File: src/rtl/rbcp_master.sv
`default_nettype none
// ============================================================================
// Module   : rbcp_master
// Purpose  : Local RBCP initiator. Turns single-beat command requests into
//            one RBCP bus transaction (ISSUE pulse, WAIT for ACK) and returns
//            exactly one response per accepted command: read data or a
//            timeout error.
// Options  : RBCP_MASTER_TIMEOUT_EN - when defined, WAIT is bounded by
//            TIMEOUT cycles and timeouts are reported on RSP_ERR / ERR_CNT.
//            When undefined, WAIT lasts until RBCP_ACK, RSP_ERR and ERR_CNT
//            are tied low and no wait counter exists.
// Revision : 1.0 - initial release
// ============================================================================
module rbcp_master #(
    parameter int TIMEOUT = 255
) (
    input  logic        CLK,
    input  logic        RST,
    // command side
    input  logic        CMD_VALID,
    output logic        CMD_READY,
    input  logic        CMD_WRITE,
    input  logic [31:0] CMD_ADDR,
    input  logic [7:0]  CMD_WD,
    // response side
    output logic        RSP_VALID,
    output logic [7:0]  RSP_RD,
    output logic        RSP_ERR,
    output logic [7:0]  ERR_CNT,
    output logic        BUSY,
    // RBCP bus toward the register-file responder
    output logic        RBCP_ACT,
    output logic [31:0] RBCP_ADDR,
    output logic        RBCP_WE,
    output logic [7:0]  RBCP_WD,
    output logic        RBCP_RE,
    input  logic [7:0]  RBCP_RD,
    input  logic        RBCP_ACK
);

    // ------------------------------------------------------------------------
    // Elaboration-time guard: the wait counter is 16 bits wide, so TIMEOUT
    // must fit in 1..65535.
    // ------------------------------------------------------------------------
    if ((TIMEOUT < 1) || (TIMEOUT > 65535)) begin : g_timeout_range_check
        $error("rbcp_master: TIMEOUT must be in 1..65535");
    end

    typedef enum logic [1:0] {
        ST_IDLE  = 2'd0,
        ST_ISSUE = 2'd1,
        ST_WAIT  = 2'd2,
        ST_DONE  = 2'd3
    } state_e;

    state_e      state_q;

    // Registered outputs; every port is driven straight from a flop so that
    // nothing on RBCP_ACK/RBCP_RD reaches an output combinationally.
    logic        ready_q;
    logic        busy_q;
    logic        act_q;
    logic        we_q;
    logic        re_q;
    logic [31:0] addr_q;
    logic [7:0]  wd_q;
    logic        write_q;
    logic        rsp_valid_q;
    logic [7:0]  rsp_rd_q;

`ifdef RBCP_MASTER_TIMEOUT_EN
    // wait_cnt_q holds the number of WAIT cycles already completed, so the
    // TIMEOUT-th WAIT cycle is the one where it equals TIMEOUT-1.
    localparam logic [15:0] TIMEOUT_LAST = 16'(TIMEOUT - 1);

    logic [15:0] wait_cnt_q;
    logic        rsp_err_q;
    logic [7:0]  err_cnt_q;
`endif

    // Transaction sequencer: IDLE -> ISSUE -> WAIT -> DONE -> IDLE, with all
    // bus and response outputs updated alongside the state.
    always_ff @(posedge CLK or posedge RST) begin
        if (RST) begin
            state_q     <= ST_IDLE;
            ready_q     <= 1'b1;
            busy_q      <= 1'b0;
            act_q       <= 1'b0;
            we_q        <= 1'b0;
            re_q        <= 1'b0;
            addr_q      <= 32'h0000_0000;
            wd_q        <= 8'h00;
            write_q     <= 1'b0;
            rsp_valid_q <= 1'b0;
            rsp_rd_q    <= 8'h00;
`ifdef RBCP_MASTER_TIMEOUT_EN
            wait_cnt_q  <= 16'h0000;
            rsp_err_q   <= 1'b0;
            err_cnt_q   <= 8'h00;
`endif
        end else begin
            case (state_q)
                ST_IDLE: begin
                    // Accept: latch the command and raise ACT plus the
                    // one-cycle WE or RE pulse for the ISSUE cycle.
                    if (CMD_VALID) begin
                        addr_q  <= CMD_ADDR;
                        wd_q    <= CMD_WD;
                        write_q <= CMD_WRITE;
                        we_q    <= CMD_WRITE;
                        re_q    <= ~CMD_WRITE;
                        act_q   <= 1'b1;
                        ready_q <= 1'b0;
                        busy_q  <= 1'b1;
                        state_q <= ST_ISSUE;
                    end
                end

                ST_ISSUE: begin
                    // The strobe is a single cycle; ACT stays up through WAIT.
                    // An ACK seen here is ignored.
                    we_q    <= 1'b0;
                    re_q    <= 1'b0;
`ifdef RBCP_MASTER_TIMEOUT_EN
                    wait_cnt_q <= 16'h0000;
`endif
                    state_q <= ST_WAIT;
                end

                ST_WAIT: begin
                    // ACK is checked first so that it wins over a timeout
                    // landing in the same cycle.
                    if (RBCP_ACK) begin
                        rsp_rd_q    <= write_q ? 8'h00 : RBCP_RD;
`ifdef RBCP_MASTER_TIMEOUT_EN
                        rsp_err_q   <= 1'b0;
`endif
                        act_q       <= 1'b0;
                        rsp_valid_q <= 1'b1;
                        state_q     <= ST_DONE;
                    end
`ifdef RBCP_MASTER_TIMEOUT_EN
                    else if (wait_cnt_q == TIMEOUT_LAST) begin
                        rsp_rd_q    <= 8'h00;
                        rsp_err_q   <= 1'b1;
                        if (err_cnt_q != 8'hFF) begin
                            err_cnt_q <= err_cnt_q + 8'd1;
                        end
                        act_q       <= 1'b0;
                        rsp_valid_q <= 1'b1;
                        state_q     <= ST_DONE;
                    end else begin
                        wait_cnt_q <= wait_cnt_q + 16'd1;
                    end
`endif
                end

                ST_DONE: begin
                    // Response strobe lasts one cycle; ACT already low, and
                    // the following IDLE cycle gives the second low cycle.
                    rsp_valid_q <= 1'b0;
                    ready_q     <= 1'b1;
                    busy_q      <= 1'b0;
                    state_q     <= ST_IDLE;
                end

                default: begin
                    act_q       <= 1'b0;
                    we_q        <= 1'b0;
                    re_q        <= 1'b0;
                    rsp_valid_q <= 1'b0;
                    ready_q     <= 1'b1;
                    busy_q      <= 1'b0;
                    state_q     <= ST_IDLE;
                end
            endcase
        end
    end

    // ------------------------------------------------------------------------
    // Output mapping
    // ------------------------------------------------------------------------
    assign CMD_READY = ready_q;
    assign BUSY      = busy_q;
    assign RBCP_ACT  = act_q;
    assign RBCP_WE   = we_q;
    assign RBCP_RE   = re_q;
    assign RBCP_ADDR = addr_q;
    assign RBCP_WD   = wd_q;
    assign RSP_VALID = rsp_valid_q;
    assign RSP_RD    = rsp_rd_q;

`ifdef RBCP_MASTER_TIMEOUT_EN
    assign RSP_ERR   = rsp_err_q;
    assign ERR_CNT   = err_cnt_q;
`else
    assign RSP_ERR   = 1'b0;
    assign ERR_CNT   = 8'h00;
`endif

endmodule
`default_nettype wire

File: config.mk
export PLATFORM = sky130hd
export DESIGN_NAME = rbcp_master
export DESIGN_NICKNAME = d
export VERILOG_FILES = /design/src/rtl/rbcp_master.sv
export SDC_FILE = /design/constraint.sdc
export NUM_CORES = 1
export LEC_CHECK = 0
export ABC_AREA = 1
export BUFFER_PORTS_ARGS = -buffer_cell sky130_fd_sc_hd__clkbuf_2
export CORE_UTILIZATION = 46
export DETAILED_ROUTE_END_ITERATION = 10
export PLACE_DENSITY = 0.8
export SLEW_MARGIN = 0
export SYNTH_ARGS = -nofsm -noshare
export SYNTH_HDL_FRONTEND = slang
export SYNTH_SLANG_ARGS = --single-unit
File: constraint.sdc
create_clock -name CLK -period 1.9 [get_ports CLK]
set_input_delay 0.095 -clock CLK [delete_from_list [all_inputs] [get_ports CLK]]
set_output_delay 0.095 -clock CLK [all_outputs]
set_load 0.1 [all_outputs]
==> impl_metrics.py, run 1 <==
metrics = {
    "sta": {
        "rsz0062_at_grt": "false",
        "fmax_mhz": 592,
        "timing.setup.tns_ns": 0,
        "worstMarginPinSlew_ns": 0.561,
        "final-hold-violation-count": 0,
        "period_needed_ns": 1.69,
        "slew_viol_final": 0,
        "finalClockSkew_ns": 0.00890,
        "setup_violations": 0,
        "finalCritPeriodShare_pct": 89.0,
        "slew_headroom_pct": 62.5,
    },
    "floorplan": {
        "ios": 116,
        "num_rows": 26,
        "initial_utilization_pct": 47.6,
        "die_x_um": 74.5,
        "die_area_mm2": 0.00555,
        "die_h_um": 74.5,
        "core_mm2": 0.00507,
    },
    "critical_path": {
        "cp_max_fo": 42,
        "crit_family": "buffers and inverters",
        "cpMaxStageDelayCell": "dfrtp_1",
        "rr_worst_depth": 7,
        "max_stage_delay_ns": 0.41,
        "path_cells": "inv_1 > ha_1 > nand2_2 > inv_2 > buf_12 > nand3_1 > o21ai_0",
        "path_depth": 7,
        "reg2reg_from": "state_q[0]",
        "crit_path_end_kind": "flip-flop",
        "crit_path_start": "state_q[0]",
        "arrival_ns": 1.93,
        "critPathKind": "reg -> reg",
        "cp_num_buf_inv": 3,
        "ff2ff_setup_slack_ns": 0.21,
        "cp-start-kind": "flip-flop",
        "timing.rr.end": "RBCP_WE",
        "critPathRequiredTime_ns": 2.14,
        "critPathCapture": "RBCP_WE",
    },
    "detailed_routing": {
        "antenna_left": 0,
        "via_count": 2239,
        "wl_per_cell_um": 11.7,
        "dr.pass1.iters": 4,
        "totalWireLength_um": 5960,
        "viasPerCell": 4.40,
        "drc": 0,
        "drtIter0Drc": 90,
    },
    "synthesis": {
        "synth_largest_area_cell": "dfrtp_1",
        "yosysUniqueCellTypes": 15,
        "avgSynthCellArea_um2": 8.69,
        "netlist.area_leader.share_pct": 58.0,
        "ys_warn_count": 0,
        "netlist_area_mm2": 0.00242,
        "ys_seq_area_share_pct": 59.1,
        "ys_seq_elements": 57,
        "synthTopCellsByArea": "dfrtp_1 (58%), nand2_1 (24%), buf_4 (4.0%), ha_1 (3.1%), o21ai_0 (2.9%)",
        "synthCells": 278,
    },
    "job": {
        "cap_violations": 0,
    },
    "global_routing": {
        "gr-total-overflow": 0,
        "grt_use_total_pct": 23.1,
        "grt_start_max_net_pins": 43,
        "grt_pass1_vias": 2221,
        "grt_pass1_wl_um": 9400,
        "antenna_found_initial": 0,
    },
    "clocking": {
        "h-tree-depth": 3,
        "path_clk_slew_ns": 0.07,
        "clk_path_buf_depth": 2,
        "clk_latency_ns": 0.33,
        "cts_made_buffers": 9,
        "cts_sinks": 57,
        "root_buffer": "clkbuf_8",
        "cts_tree": "built",
        "cts.repair.resized": 0,
    },
    "run_status": {
        "status": "finished, final reports clean",
    },
    "placed_design": {
        "place_area_mm2": 0.00297,
        "dpl.cell_count": 448,
        "hpwl_um": 3690,
        "place.gp.congestion": 0.731,
        "io_buffers": 106,
    },
    "cells_and_area": {
        "fin_nets": 493,
        "fin_util_pct": 71.2,
        "final_cells": 509,
        "diodes": 0,
        "drive_above_1_share_pct": 29.8,
        "area_growth_pct": 49.6,
        "fin_area_mm2": 0.00361,
    },
    "hold_path": {
        "hold_path_class": "in -> reg",
    },
}
## Yosys cell counts, drive strengths merged
cell and n:
o21bai 1, nand2 155, conb 1, dfrtp 56
inv 15, nor2 4, ha 6, nand3 6
dfstp 1, o21ai 14, buf 19
## flip-flops by register name (all words and copies together) (netlist names)
| register | count |
|---|---|
| BUSY | 1 |
| CMD_READY | 1 |
| RBCP_ACT | 1 |
| RBCP_ADDR | 32 |
| RBCP_RE | 1 |
| RBCP_WD | 8 |
| RBCP_WE | 1 |
| RSP_RD | 8 |
| RSP_VALID | 1 |
| state_q | 2 |
| write_q | 1 |
## cell type report
type | count | area [µm²]
fillers | 406 | 1460
flip-flops and latches | 57 | 1430
repair buffers | 156 | 1030
multi-input cells | 195 | 816
clock buffers | 10 | 138
well taps | 70 | 87.6
clock inverters | 6 | 57.6
inverters | 15 | 56.3
## metrics by stage
stage	hold slack (ns)	setup WS [ns]
global placement	0.172	0.359
finish	0.00705	0.210
detailed placement	0.171	0.219
global route	0.0303	0.0432
floorplan	0.205	0.407
CTS	0.00284	0.200
## per-layer routing
metal	up-vias	global-route usage, %	part of all wire [%]
met5	-	0	0
met4	0	13.2	2.6
met3	14	4.88	5.2
met2	78	41.9	51
met1	1013	24.8	41
li1	1134	-	-
## layout by cell type (no fill, tap or decap), types with 2 or more instances in the layout
| cell | n |
|---|---|
| clkbuf_2 | 106 |
| conb_1 | 9 |
| ha_1 | 6 |
| dlygate4sd3_1 | 45 |
| inv_2 | 2 |
| dfrtp_1 | 56 |
| nand2_1 | 154 |
| nand3_1 | 6 |
| inv_1 | 13 |
| clkbuf_8 | 10 |
| clkinv_2 | 4 |
| nor2_1 | 4 |
| o21ai_0 | 14 |
| buf_4 | 4 |
## repair_timing
| item | 4_1_cts | 5_1_grt |
|---|---|---|
| buffers inserted | 0 | 0 |
| hold endpoints to repair | 69 | 0 |
| hold buffers | 45 | 0 |
## worst min path at each step
stage          slack [ns]        start  cells after the start      endpoint
2_1_floorplan        0.20  CMD_ADDR[0]                      2  RBCP_ADDR[0]
3_3_place_gp         0.17          RST                      2    RBCP_WD[2]
3_5_place_dp         0.17          RST                      2  RBCP_ADDR[4]
4_1_cts             0.003   RBCP_RD[5]                      3     RSP_RD[5]
5_1_grt              0.03   RBCP_RD[1]                      3     RSP_RD[1]
6_report            0.007   RBCP_RD[5]                      3     RSP_RD[5]
## cell families (layout without fill, tap and decap cells)
kind of cell	Yosys count	in the layout	synth area share, %
simple gates	165	165	26.0
other cells	1	9	0.155
compound gates	15	15	3.21
fa+ha+maj	6	6	3.11
flops	57	57	59.1
buf+inv	34	187	8.39
## tightest hold or removal path: cells and delay by family
family / cells / cell delay, ns
AO/OA/AOI/OAI: 1 / 0.07
buffers and inverters: 1 / 0.08
AND/OR/NAND/NOR: 1 / 0.05
Power of run 1 is not shown: default switching activity piles up to over one toggle a cycle in this logic, so the estimate is an artifact.
==> inputs of run 2 (changes only) <==
--- a/config.mk
+++ b/config.mk
@@ -9,7 +9,7 @@
 export BUFFER_PORTS_ARGS = -buffer_cell sky130_fd_sc_hd__clkbuf_2
 export CORE_UTILIZATION = 46
 export DETAILED_ROUTE_END_ITERATION = 10
-export PLACE_DENSITY = 0.8
+export PLACE_DENSITY = 0.81
 export SLEW_MARGIN = 0
 export SYNTH_ARGS = -nofsm -noshare
 export SYNTH_HDL_FRONTEND = slang
==> run 2 against run 1 <==
- first-iteration DRC count grew 20%
- clock skew about the same
- non-clock buffer count down 1
- sequential share of layout area rose by 0.22 points
- setup slack improved by 0.073 ns
- critical path type unchanged
- cell area shrank 0.55%
- die area stayed put
- via count is 0.18% higher
- maximum frequency is 4.5% higher
==> impl_metrics.py, run 2 (synthesized netlist as in run 1, its figures left out) <==
metrics = {
    "clocking": {
        "cts_tree": "built",
        "root_buffer": "clkbuf_8",
        "path_clk_slew_ns": 0.06,
        "cts_setup_buffers": 0,
        "h-tree-depth": 3,
        "cts_made_buffers": 9,
        "cts_sinks": 57,
        "clk_latency_ns": 0.32,
        "clk_path_buf_depth": 2,
    },
    "critical_path": {
        "reg2reg_from": "state_q[0]",
        "timing.rr.end": "RBCP_ADDR[16]",
        "rr_worst_depth": 7,
        "crit_path_end_kind": "flip-flop",
        "cp_max_fo": 30,
        "crit_path_start": "state_q[0]",
        "ff2ff_setup_slack_ns": 0.28,
        "critPathKind": "reg -> reg",
        "arrival_ns": 1.88,
        "cp-start-kind": "flip-flop",
        "critPathRequiredTime_ns": 2.16,
    },
    "cells_and_area": {
        "fill_cells": 418,
        "fin_nets": 492,
        "layout_common_cells": "nand2_1 (154), clkbuf_2 (106), dfrtp_1 (56), dlygate4sd3_1 (45), o21ai_0 (14)",
        "area_growth_pct": 48.7,
        "drive_above_1_share_pct": 28.5,
        "diodes": 0,
        "final_common_cell": "nand2_1",
        "largest_reg_flops": 32,
    },
    "detailed_routing": {
        "wl_met3_um": 278,
        "wl_per_cell_um": 11.8,
        "drtIter0Drc": 108,
        "dr.pass1.iters": 4,
        "met2WireLength_um": 3030,
        "drt-met1-wl_um": 2470,
        "totalWireLength_um": 6000,
        "viasPerCell": 4.42,
        "top_layer": "met4",
        "antenna_left": 0,
        "via_count": 2243,
        "drc": 0,
    },
    "sta": {
        "timing.setup.tns_ns": 0,
        "finalClockSkew_ns": 0.00857,
        "finalCritPeriodShare_pct": 85.1,
        "fmax_mhz": 618,
        "period_needed_ns": 1.62,
        "rsz0062_at_grt": "false",
        "whs_ns": 0.0219,
        "slew_headroom_pct": 62.5,
        "setup_violations": 0,
        "worstMarginPinSlew_ns": 0.561,
        "slew_viol_final": 0,
        "final-hold-violation-count": 0,
    },
    "run_status": {
        "status": "finished, final reports clean",
    },
    "floorplan": {
        "ios": 116,
        "core_mm2": 0.00507,
        "initial_utilization_pct": 47.6,
        "num_rows": 26,
        "die_area_mm2": 0.00555,
        "die_x_um": 74.5,
        "die_h_um": 74.5,
    },
    "global_routing": {
        "gr-total-overflow": 0,
        "grt_use_total_pct": 23.0,
        "antenna_found_initial": 0,
        "grt_pass1_vias": 2161,
        "grt_start_max_net_pins": 33,
        "grt_pass1_wl_um": 9320,
    },
    "hold_path": {
        "holdPathStages": 3,
        "hold_path_class": "in -> reg",
        "whs_endpoint": "RSP_RD[2]",
        "hp-start": "RBCP_RD[2]",
    },
    "job": {
        "cap_violations": 0,
    },
    "placed_design": {
        "hpwl_um": 3740,
        "io_buffers": 106,
        "place.gp.congestion": 0.746,
    },
}
run 2: changes by cell type in the layout (fill, tap and decap cells not counted):
cell        change
clkbuf_8        +1
clkinvlp_4      -1
clkbuf_1        +5
buf_12          +1
bufinv_16       -1
buf_4           -2
clkinv_2        -4
run 2: timing repair:
action | CTS | global route
endpoints found under the hold margin | 69 | 0
gates resized for setup | 0 | 0
endpoints found under the setup margin | 0 | 0
hold buffers | 45 | 0
run 2: worst max-delay path, stage by stage (launching register included):
cell	delay, ns
dfrtp_1	0.41
inv_1	0.14
ha_1	0.23
nand2_2	0.18
inv_2	0.24
buf_12	0.21
nand2_1	0.06
nand2_1	0.07
run 2: worst max path at each step:
| stage | endpoint | slack (ns) | cells past startpoint |
|---|---|---|---|
| global placement | RBCP_ADDR[27] | 0.35 | 7 |
| finish | RBCP_ADDR[16] | 0.28 | 7 |
| global route | RBCP_ADDR[2] | 0.12 | 7 |
| detailed placement | RBCP_ADDR[20] | 0.26 | 7 |
| floorplan | BUSY | 0.41 | 1 |
| CTS | RBCP_ADDR[31] | 0.27 | 7 |
run 2: cell type report:
| type | instances | area (µm²) | area share [%] |
|---|---|---|---|
| well taps | 70 | 87.6 | 2.44 |
| clock buffers | 16 | 170 | 4.74 |
| multi-input cells | 195 | 816 | 22.7 |
| repair buffers | 155 | 1040 | 28.8 |
| inverters | 15 | 56.3 | 1.57 |
| flip-flops and latches | 57 | 1430 | 39.7 |
run 2: metal layers:
metal  vias up  global-route usage [%]
li1       1131                       -
met1      1009                    25.5
met2        83                    39.8
met3        20                    4.47
met4         0                    15.5
met5         -                       0
run 2: through the flow:
step / cell area, µm² / setup slack (ns) / std cells / util [%]
2_1_floorplan: 2450 / 0.407 / 286 / -
3_3_place_gp: 2970 / 0.353 / 447 / 58.6
3_5_place_dp: 2970 / 0.264 / 447 / 58.6
4_1_cts: 3590 / 0.266 / 508 / 70.8
5_1_grt: 3590 / 0.122 / 508 / 70.8
6_report: 3590 / 0.282 / 508 / 70.8
Power of run 2 is left out for the same reason.
==> inputs of run 3 (changes only) <==
--- a/config.mk
+++ b/config.mk
@@ -8,7 +8,9 @@
 export ABC_AREA = 1
 export BUFFER_PORTS_ARGS = -buffer_cell sky130_fd_sc_hd__clkbuf_2
 export CORE_UTILIZATION = 46
+export CTS_CLUSTER_SIZE = 20
 export DETAILED_ROUTE_END_ITERATION = 10
+export HOLD_SLACK_MARGIN = 0.1
 export PLACE_DENSITY = 0.81
 export SLEW_MARGIN = 0
 export SYNTH_ARGS = -nofsm -noshare
==> run 3 against run 2 <==
- utilization up 0.99 points
- routed wire length up 2.0%
- worst hold slack better by 0.11 ns
- cell count up 0.98%
- register-to-register slack about the same
- non-clock buffer count up 5
- critical path depth unchanged
- sequential cell count unchanged
- clock skew about the same
- cell area up 1.4%
==> impl_metrics.py, run 3 (synthesized netlist as in run 1, its figures left out) <==
metrics = {
    "critical_path": {
        "arrival_ns": 1.88,
        "ff2ff_setup_slack_ns": 0.28,
        "reg2reg_from": "state_q[0]",
        "rr_worst_depth": 7,
        "critPathKind": "reg -> reg",
        "cp-start-kind": "flip-flop",
        "critPathRequiredTime_ns": 2.16,
        "timing.rr.end": "RBCP_ADDR[16]",
        "crit_path_end_kind": "flip-flop",
        "cp_max_fo": 30,
    },
    "clocking": {
        "cts_made_buffers": 9,
        "path_clk_slew_ns": 0.06,
        "cts.repair.resized": 0,
        "cts_tree": "built",
        "h-tree-depth": 3,
        "root_buffer": "clkbuf_8",
        "clk_latency_ns": 0.32,
        "clk_path_buf_depth": 2,
        "cts_sinks": 57,
    },
    "floorplan": {
        "die_h_um": 74.5,
        "core_mm2": 0.00507,
        "num_rows": 26,
        "die_x_um": 74.5,
        "die_area_mm2": 0.00555,
        "initial_utilization_pct": 47.6,
        "ios": 116,
    },
    "sta": {
        "setup_violations": 0,
        "fmax_mhz": 617,
        "slew_viol_final": 0,
        "slew_headroom_pct": 62.5,
        "rsz0062_at_grt": "false",
        "timing.setup.tns_ns": 0,
        "period_needed_ns": 1.62,
        "finalClockSkew_ns": 0.00827,
        "finalCritPeriodShare_pct": 85.3,
        "final-hold-violation-count": 0,
        "worstMarginPinSlew_ns": 0.561,
    },
    "cells_and_area": {
        "area_growth_pct": 50.8,
        "largest_reg_flops": 32,
        "layout_common_cells": "nand2_1 (154), clkbuf_2 (106), dfrtp_1 (56), dlygate4sd3_1 (50), o21ai_0 (14)",
        "fill_cells": 404,
        "diodes": 0,
        "fin_nets": 497,
        "drive_above_1_share_pct": 28.2,
        "final_common_cell": "nand2_1",
    },
    "hold_path": {
        "hp-start": "RBCP_ACK",
        "hold_path_class": "in -> reg",
        "whs_endpoint": "RSP_VALID",
        "holdPathStages": 5,
    },
    "global_routing": {
        "grt_use_total_pct": 23.4,
        "grt_pass1_wl_um": 9500,
        "grt_start_max_net_pins": 33,
        "gr-total-overflow": 0,
        "grt_pass1_vias": 2181,
        "antenna_found_initial": 0,
    },
    "detailed_routing": {
        "drc": 0,
        "totalWireLength_um": 6120,
        "drtIter0Drc": 137,
        "wl_per_cell_um": 11.9,
        "dr.pass1.iters": 4,
        "via_count": 2267,
        "antenna_left": 0,
        "viasPerCell": 4.42,
    },
    "placed_design": {
        "place.gp.congestion": 0.746,
        "io_buffers": 106,
        "hpwl_um": 3740,
    },
    "job": {
        "cap_violations": 0,
    },
    "run_status": {
        "status": "finished, final reports clean",
    },
}
==> run 3: area by class of cell <==
type / instances / area (µm²) / share of cell area (%)
sequential: 57 / 1430 / 39.2
timing repair buffer: 160 / 1090 / 29.8
multi-input combinational: 195 / 816 / 22.4
clock buffer: 16 / 170 / 4.67
tap: 70 / 87.6 / 2.40
inverter: 15 / 56.3 / 1.55
==> run 3: per-layer routing <==
metal	global-route usage [%]	wire length, µm	vias to the layer above
met4	13.8	180	0
li1	-	-	1141
met2	41.1	3120	85
met1	26.5	2540	1025
met3	4.34	281	16
met5	0	0	-
==> run 3: worst max-delay path, stage by stage (launching register included) <==
cell and delay [ns]:
dfrtp_1 0.41, inv_1 0.14, ha_1 0.23, nand2_2 0.19
inv_2 0.24, buf_12 0.21, nand2_1 0.06, nand2_1 0.07
==> run 3: timing repair <==
action | CTS | global route
setup endpoints to repair | 0 | 0
hold buffers | 50 | 0
buffers inserted | 0 | 0
hold endpoints to repair | 76 | 0
==> run 3: through the flow <==
step | hold slack (ns) | instances | utilization, % | setup slack (ns) | cell area (µm²)
after CTS | 0.116 | 513 | 71.8 | 0.266 | 3640
after floorplan | 0.205 | 286 | - | 0.407 | 2450
after global placement | 0.163 | 447 | 58.6 | 0.353 | 2970
after global routing | 0.164 | 513 | 71.8 | 0.122 | 3640
final | 0.130 | 513 | 71.8 | 0.280 | 3640
after detailed placement | 0.178 | 447 | 58.6 | 0.264 | 2970
==> run 3: worst max-delay path by stage <==
stage               startpoint            end  slack, ns  cells past startpoint
global route        state_q[0]   RBCP_ADDR[2]       0.12                      7
CTS                 state_q[0]  RBCP_ADDR[31]       0.27                      7
floorplan                  RST           BUSY       0.41                      1
detailed placement  state_q[0]  RBCP_ADDR[20]       0.26                      7
finish              state_q[0]  RBCP_ADDR[16]       0.28                      7
global placement    state_q[0]  RBCP_ADDR[27]       0.35                      7
Power of run 3 is left out for the same reason.
